### src/rtl/jt7759_seq.sv
// jt7759_seq: uPD7759 phrase sequencer. Reads the ROM header, looks up the phrase pointer and streams bytes to the ADPCM decoder.
// Optional header signature check is compiled in when JT7759_SIGCHK_EN is defined.

module jt7759_seq #(
  parameter int          TBL_BASE = 5,
  parameter logic [31:0] SIG      = 32'h5AA56955
) (
  input  logic        clk,
  input  logic        rst,
  input  logic        cen_ctl,
  input  logic        stn,
  input  logic [7:0]  phrase,
  output logic        busyn,
  output logic        err,
  output logic        ctrl_flush,
  output logic [16:0] ctrl_addr,
  output logic        ctrl_busyn,
  output logic        ctrl_cs,
  input  logic [7:0]  ctrl_din,
  input  logic        ctrl_ok,
  input  logic        dec_req,
  output logic [7:0]  dec_data,
  output logic        dec_ok,
  input  logic        dec_end
);

  typedef enum logic [2:0] {IDLE, CNT, SIGN, PTR, SEEK, PLAY} state_t;

  state_t      state, state_nx;
  logic        stn_l;
  logic [7:0]  phr, phr_nx, hi, hi_nx, lo, lo_nx, ddata_nx;
  logic [2:0]  idx, idx_nx;
  logic        sig_bad, sig_bad_nx;
  logic        busyn_nx, err_nx, flush_nx, cbusyn_nx, cs_nx, dok_nx;
  logic [16:0] addr_nx, tbl_addr;
  logic        got, req_ok;

  assign got      = ctrl_cs & ctrl_ok;
  // A new request never overlaps a flush and always follows a low cycle of ctrl_cs
  assign req_ok   = ~ctrl_cs & ~ctrl_flush;
  assign tbl_addr = 17'(TBL_BASE) + {8'd0, phr, 1'b0} - 17'd1;

`ifdef JT7759_SIGCHK_EN
  logic [31:0] sig_sh;
  logic [7:0]  sig_byte;
  assign sig_sh   = SIG << {idx[1:0], 3'b000};
  assign sig_byte = sig_sh[31:24];
`else
  logic unused_sig;
  assign unused_sig = ^SIG;
`endif

  always_comb begin
    state_nx   = state;
    phr_nx     = phr;
    idx_nx     = idx;
    hi_nx      = hi;
    lo_nx      = lo;
    sig_bad_nx = sig_bad;
    busyn_nx   = busyn;
    err_nx     = err;
    flush_nx   = 1'b0;
    addr_nx    = ctrl_addr;
    cbusyn_nx  = ctrl_busyn;
    cs_nx      = ctrl_cs;
    ddata_nx   = dec_data;
    dok_nx     = 1'b0;
    if (cen_ctl) begin
      err_nx = 1'b0;
      case (state)
        IDLE: if (stn_l && !stn) begin
          phr_nx    = phrase;
          busyn_nx  = 1'b0;
          cbusyn_nx = 1'b0;
          flush_nx  = 1'b1;
          addr_nx   = 17'h1FFFF;
          idx_nx    = 3'd0;
          state_nx  = CNT;
        end
        CNT: if (got) begin
          cs_nx = 1'b0;
          if (phr > ctrl_din) begin
            err_nx    = 1'b1;
            busyn_nx  = 1'b1;
            cbusyn_nx = 1'b1;
            state_nx  = IDLE;
          end else begin
`ifdef JT7759_SIGCHK_EN
            idx_nx     = 3'd0;
            sig_bad_nx = 1'b0;
            state_nx   = SIGN;
`else
            flush_nx = 1'b1;
            addr_nx  = tbl_addr;
            idx_nx   = 3'd0;
            state_nx = PTR;
`endif
          end
        end else if (req_ok) cs_nx = 1'b1;
`ifdef JT7759_SIGCHK_EN
        SIGN: if (got) begin
          cs_nx      = 1'b0;
          sig_bad_nx = sig_bad | (ctrl_din != sig_byte);
          if (idx == 3'd3) begin
            if (sig_bad_nx) begin
              err_nx    = 1'b1;
              busyn_nx  = 1'b1;
              cbusyn_nx = 1'b1;
              state_nx  = IDLE;
            end else begin
              flush_nx = 1'b1;
              addr_nx  = tbl_addr;
              idx_nx   = 3'd0;
              state_nx = PTR;
            end
          end else idx_nx = idx + 3'd1;
        end else if (req_ok) cs_nx = 1'b1;
`endif
        PTR: if (got) begin
          cs_nx = 1'b0;
          if (idx == 3'd0) begin
            hi_nx  = ctrl_din;
            idx_nx = 3'd1;
          end else begin
            lo_nx    = ctrl_din;
            state_nx = SEEK;
          end
        end else if (req_ok) cs_nx = 1'b1;
        SEEK: begin
          // Table holds word pointers; hi[7] becomes address bit 16
          flush_nx = 1'b1;
          addr_nx  = {hi, lo, 1'b0} - 17'd1;
          state_nx = PLAY;
        end
        PLAY: if (dec_end) begin
          cs_nx     = 1'b0;
          busyn_nx  = 1'b1;
          cbusyn_nx = 1'b1;
          state_nx  = IDLE;
        end else if (got) begin
          cs_nx    = 1'b0;
          ddata_nx = ctrl_din;
          dok_nx   = 1'b1;
        end else if (dec_req && req_ok && !dec_ok) cs_nx = 1'b1;
        default: state_nx = IDLE;
      endcase
    end
  end

  always_ff @(posedge clk or posedge rst) begin
    if (rst) begin
      state      <= IDLE;
      stn_l      <= 1'b1;
      phr        <= 8'd0;
      idx        <= 3'd0;
      hi         <= 8'd0;
      lo         <= 8'd0;
      sig_bad    <= 1'b0;
      busyn      <= 1'b1;
      err        <= 1'b0;
      ctrl_flush <= 1'b0;
      ctrl_addr  <= 17'd0;
      ctrl_busyn <= 1'b1;
      ctrl_cs    <= 1'b0;
      dec_data   <= 8'd0;
      dec_ok     <= 1'b0;
    end else begin
      if (cen_ctl) stn_l <= stn;
      state      <= state_nx;
      phr        <= phr_nx;
      idx        <= idx_nx;
      hi         <= hi_nx;
      lo         <= lo_nx;
      sig_bad    <= sig_bad_nx;
      busyn      <= busyn_nx;
      err        <= err_nx;
      ctrl_flush <= flush_nx;
      ctrl_addr  <= addr_nx;
      ctrl_busyn <= cbusyn_nx;
      ctrl_cs    <= cs_nx;
      dec_data   <= ddata_nx;
      dec_ok     <= dok_nx;
    end
  end

endmodule

### config.mk
export PLATFORM = sky130hd
export DESIGN_NAME = jt7759_seq
export DESIGN_NICKNAME = d
export VERILOG_FILES = /design/src/rtl/jt7759_seq.sv
export SDC_FILE = /design/constraint.sdc
export NUM_CORES = 1
export LEC_CHECK = 0
export CORE_MARGIN = 2
export CORE_UTILIZATION = 38
export CTS_CLUSTER_DIAMETER = 80
export DETAILED_ROUTE_END_ITERATION = 6
export REMOVE_ABC_BUFFERS = 1
export SETUP_SLACK_MARGIN = 0.2
export SYNTH_ARGS = -nofsm -noshare
export SYNTH_HDL_FRONTEND = slang
export SYNTH_SLANG_ARGS = --single-unit
### constraint.sdc
create_clock -name clk -period 5.7 [get_ports clk]
set_input_delay 0.855 -clock clk [delete_from_list [all_inputs] [get_ports clk]]
set_output_delay 0.855 -clock clk [all_outputs]
set_load 0.01 [all_outputs]
# [After elaboration in Yosys (flattened, before gate mapping)]
# Index checks and enable logic that the tools add are counted.
[op_classes] n_addsub=3 order_cmp=1 eq_ne=14 muxes=40 n_bitwise=6 n_reduce_logical=21
[ops] op="$mux W17" n=3
[ops] op="$pmux W17 S3" n=1
[ops] op="$mux W3" n=10
[ops] op="$mux W1" n=20
[ops] op="$sub A17 B1 Y17 const B" n=1
[ops] op="$ne A2 B2 Y1 const B" n=8
[ops] op="$reduce_and A4 Y1" n=4
[ops] op="$pmux W3 S5" n=1
[ops] op="$reduce_and A6 Y1" n=2
[ops] op="$sub A10 B1 Y11 const B" n=1
[ops] op="$add A3 B9 Y10 const A" n=1
[ops] op="$pmux W3 S3" n=1
[ops] op="$reduce_bool A3 Y1" n=3
[ops] op="$gt A8 B8 Y1" n=1
[ops] op="$reduce_and A7 Y1" n=1
[ops] op="$eq A3 B3 Y1 const B" n=2
[ops] op="$logic_not A3 Y1" n=2
[ops] op="$pmux W1 S3" n=2
[ops] op="$reduce_and A5 Y1" n=1
[ops] op="$ne A4 B4 Y1 const B" n=1
[ops] op="$not A1 Y1" n=4
[ops] op="$eq A3 B1 Y1 const B" n=1
[ops] op="$eq A3 B2 Y1 const B" n=1
[ops] op="$logic_and A1 B1 Y1" n=3
[ops] op="other kinds (8)" n=10
[word_totals] register_bits=61 input_bits=23 output_inout_bits=31 word_cells=98

# [Longest topological paths before layout]
[depth] depth_word=8 depth_mapped=8 ltp_nobuf=7

# [Worst setup path before layout]
# Ideal clock, no wire load.
[synth_path] kind="input -> register" from="in ctrl_din[7]" to="reg ctrl_addr[10]" setup_ns=0.125 arrival_time_ns=2.830 required_ns=5.575 slack_ns=2.746 cell_stages=8 path_buffers=1 cell_sequence="inv_1 > ha_1 > nand4_1 > or2_2 > a311o_1 > a21oi_2 > buf_4 > mux2_2"
[synth_via] elab_chain_cells=3
[synth_rtl] element="from (decl)" line="19" rtl="input logic [7:0] ctrl_din,"
[synth_rtl] element="$gt A8 B8 Y1" line="82" rtl="if (phr > ctrl_din) begin"
[synth_rtl] element="$ne A2 B2 Y1 (no line)"
[synth_rtl] element="$reduce_and A5 Y1 (no line)"
[synth_rtl] element="to (signal assigned)" line="178" rtl="ctrl_addr <= addr_nx;"
[synth_rtl] element="to (decl)" line="16" rtl="output logic [16:0] ctrl_addr,"
# No other way between the ends.
# A chain may end at the register's enable or synchronous reset.

# [Worst setup path in the final report]
[layout_path] from="in ctrl_din[7]" to="reg ctrl_addr[5]"
# The elaborated chain is that of the path after synthesis.

==> impl_metrics.json <==
{
  "yosys.area.top_type": "sky130_fd_sc_hd__dfrtp_1",
  "crit_fanout": 18,
  "drv_cap": 0,
  "crit_path_end_kind": "register",
  "tritoncts": "done",
  "layout_min_cycle_time_ns": 3.55,
  "use_met2": 0.252,
  "min_delay_path_depth": 2,
  "worst_setup_path_type": "input pin to register",
  "worst_setup_path_start_kind": "input pin",
  "grt_antenna_before_repair": 0,
  "worstHoldStart": "hi[7]",
  "grt_pass1_vias": 2319,
  "slew_viols_final": 0,
  "maxClockFrequency_ghz": 0.281,
  "period_share": 0.624,
  "ir_drop_mv": 0.180,
  "worstPathArrival_ns": 3.78,
  "most_common_cell_after_layout_fill_and_taps_aside": "sky130_fd_sc_hd__dfrtp_1",
  "cts_setup_buffers": 0,
  "vias_per_cell": 5.18,
  "nFillCells": 794,
  "clkSlewWorstSetupHoldPaths_ns": 0.07,
  "globalRouteMet1Util": 0.260,
  "skew_pair_late_insertion_delay_ns": 0.34,
  "worstRegToRegCells": 6,
  "cts_max_level": 3,
  "ctsHoldBuffers": 0,
  "critPathBufInv": 2,
  "area_growth_syn_to_layout_pct": 26.7,
  "die_height_um": 94.8,
  "die-area_um2": 8990,
  "top_usage_layer": "met1",
  "reg2reg_slack_ns": 2.76,
  "netlist_area_um2": 3140,
  "gr-total-overflow": 0,
  "first_pass_iters": 4,
  "finish.utilization": 0.491,
  "routed_wire_length_per_instance_um": 15.8,
  "insertedDiodeCount": 0,
  "routed_wl_um": 7250,
  "worst_hold_path_type": "register to register",
  "worstReg2RegStart": "phr[3]",
  "slew-limit-headroom": 0.333,
  "cts_root_buf": "sky130_fd_sc_hd__clkbuf_8",
  "rsz0062_at_grt": "false",
  "crit-reg2reg-capture": "ctrl_addr[5]",
  "num_clock_sinks": 59,
  "critical_path_data_required_time_ns": 5.92,
  "finalSetupViolCount": 0,
  "floorplan.initialDensity": 0.387,
  "buffer_ports.inserted": 53,
  "antenna_left": 0,
  "stdcell_count": 460,
  "critical_path.slowest_cell": "sky130_fd_sc_hd__a21oi_2",
  "drive_above_1_share": 0.194,
  "timing_worst_slew_pin_value_ns": 1.00,
  "placed_cells": 444,
  "number_of_rows_in_the_core_area": 33,
  "syn_inst": 296,
  "die_width_um": 94.8,
  "final_cell_mix": "57 x sky130_fd_sc_hd__dfrtp_1, 53 x sky130_fd_sc_hd__clkdlybuf4s50_1, 39 x sky130_fd_sc_hd__mux2_2",
  "place_hpwl_um": 5240,
  "synth.area.top_cells": "sky130_fd_sc_hd__dfrtp_1 45%, sky130_fd_sc_hd__mux2_2 14%, sky130_fd_sc_hd__ha_1 4.0%, sky130_fd_sc_hd__o21ai_0 3.2%, sky130_fd_sc_hd__nand2_1 2.9%",
  "flip_flop_cell_with_the_highest_count_after_synthesis": "sky130_fd_sc_hd__dfrtp_1",
  "finalWeightedCongestion": 0.823,
  "wire_length_of_the_first_global_routing_pass_um": 12000,
  "power_per_cell_area_nw_per_um2": 522,
  "total_of_warnings_raised_by_yosys": 0,
  "grt_start_max_net_pins": 60,
  "final_nets": 383,
  "crit_path_max_incr_delay_ns": 0.72,
  "run_status": "completed",
  "vias": 2385,
  "final_area_um2": 3970,
  "cts_buffers": 9,
  "power.static_leakage_nw": 1.68,
  "boundary_pins": 54,
  "synth_enable_flop_cells": 0,
  "synth-async-reset-ratio": 1.00,
  "seq_area_frac_synth": 0.472,
  "post_synth.cell_area_avg_um2": 10.6,
  "finalSetupTns_ns": 0,
  "synthDominantCellAreaShare": 0.455,
  "detailedRoute.firstIterationViolations": 100,
  "hold-path-endpoint": "hi[7]",
  "timing_hold_violations_final": 0,
  "crit_chain": "clkdlybuf4s50_1, inv_1, ha_1, nand4_1, or2_2, a311o_1, a21oi_2, mux2_2",
  "ctsLongestPathBuffers": 2,
  "cts.repair.resized": 0,
  "finalClockSkew_ns": 0.00517,
  "dpl-instance-area_um2": 3770,
  "tot_gr_track_use": 0.177,
  "synth.lib_cells_used.distinct": 51,
  "core_area_um2": 8090,
  "drc": 0,
  "gr-usage-met3": 0.0343,
  "timing.critical_path.max_delay_family": "compound AO/OA/AOI/OAI gates",
  "yosys_register_bits": 59
}
-- final cells by class --
cell class / count / area, um^2 / area share
flip-flops and latches: 59 / 1480 / 0.372
inverters: 18 / 67.6 / 0.0170
well taps: 105 / 131 / 0.0331
repair buffers: 56 / 553 / 0.139
clock inverters: 6 / 80.1 / 0.0202
clock buffers: 10 / 128 / 0.0321
multi-input cells: 206 / 1540 / 0.386
-- layer usage --
metal | wire length (um) | up-vias
met4 | 135 | 0
li1 | - | 1182
met2 | 3250 | 42
met1 | 3640 | 1151
met5 | 0 | -
met3 | 217 | 10
-- worst reg2reg max path, stage by stage (launching register included) --
cell	delay, ns
sky130_fd_sc_hd__dfrtp_1	0.48
sky130_fd_sc_hd__ha_1	0.36
sky130_fd_sc_hd__nand4_1	0.14
sky130_fd_sc_hd__or2_2	0.33
sky130_fd_sc_hd__a311o_1	0.36
sky130_fd_sc_hd__a21oi_2	0.72
sky130_fd_sc_hd__mux2_2	0.43
-- metrics by stage --
step	setup slack (ns)	power, mW	hold WS, ns
global placement	1.80	1.66	0.488
global route	2.01	2.23	0.519
detailed placement	1.76	1.67	0.491
CTS	2.11	2.10	0.505
floorplan	2.68	1.30	0.466
finish	2.15	2.07	0.503
-- cells in the mapped netlist, types with 3 or more instances --
cell type	number
sky130_fd_sc_hd__mux2_2	39
sky130_fd_sc_hd__nor2b_1	4
sky130_fd_sc_hd__a21oi_1	15
sky130_fd_sc_hd__a211o_1	3
sky130_fd_sc_hd__nand3_1	7
sky130_fd_sc_hd__nor4_1	3
sky130_fd_sc_hd__or2_2	5
sky130_fd_sc_hd__o21ai_0	20
sky130_fd_sc_hd__nand4_1	3
sky130_fd_sc_hd__nor2_1	9
sky130_fd_sc_hd__dfrtp_1	57
sky130_fd_sc_hd__or4_1	3
sky130_fd_sc_hd__clkbuf_1	8
sky130_fd_sc_hd__ha_1	10
sky130_fd_sc_hd__xor2_1	7
sky130_fd_sc_hd__a31oi_1	5
sky130_fd_sc_hd__xnor2_1	7
sky130_fd_sc_hd__nand2_1	24
sky130_fd_sc_hd__inv_1	18
sky130_fd_sc_hd__nor3_1	3
-- worst max path at each step --
| stage | start | end | slack [ns] | cells after the start |
|---|---|---|---|---|
| finish | ctrl_din[7] | ctrl_addr[5] | 2.15 | 8 |
| global route | ctrl_din[7] | ctrl_addr[5] | 2.01 | 8 |
| CTS | ctrl_din[7] | ctrl_addr[4] | 2.11 | 8 |
| detailed placement | ctrl_din[7] | ctrl_addr[11] | 1.76 | 8 |
| global placement | ctrl_din[7] | ctrl_addr[6] | 1.80 | 8 |
| floorplan | ctrl_din[7] | ctrl_addr[10] | 2.68 | 7 |
-- state kept, by name (all words and copies together) (netlist names), 3 cells and up --
| name | cells |
|---|---|
| hi | 8 |
| lo | 8 |
| phr | 8 |
| dec_data | 8 |
| ctrl_addr | 17 |
| state | 3 |
-- power breakdown --
part	switching [mW]	internal (mW)	leakage, nW	total (mW)
registers	0.208	0.599	0.722	0.807
clock network	0.167	0.243	0.110	0.410
logic	0.386	0.470	0.849	0.857
total	0.762	1.31	1.68	2.07
-- logic make-up after synthesis --
| kind of cell | synth area share |
|---|---|
| mux | 0.146 |
| fa+ha+maj | 0.0399 |
| flops | 0.472 |
| buf+inv | 0.0403 |
| simple gates | 0.136 |
| compound gates | 0.126 |
| xor+xnor | 0.0391 |
Note: power is estimated with default switching activity, not from simulation.
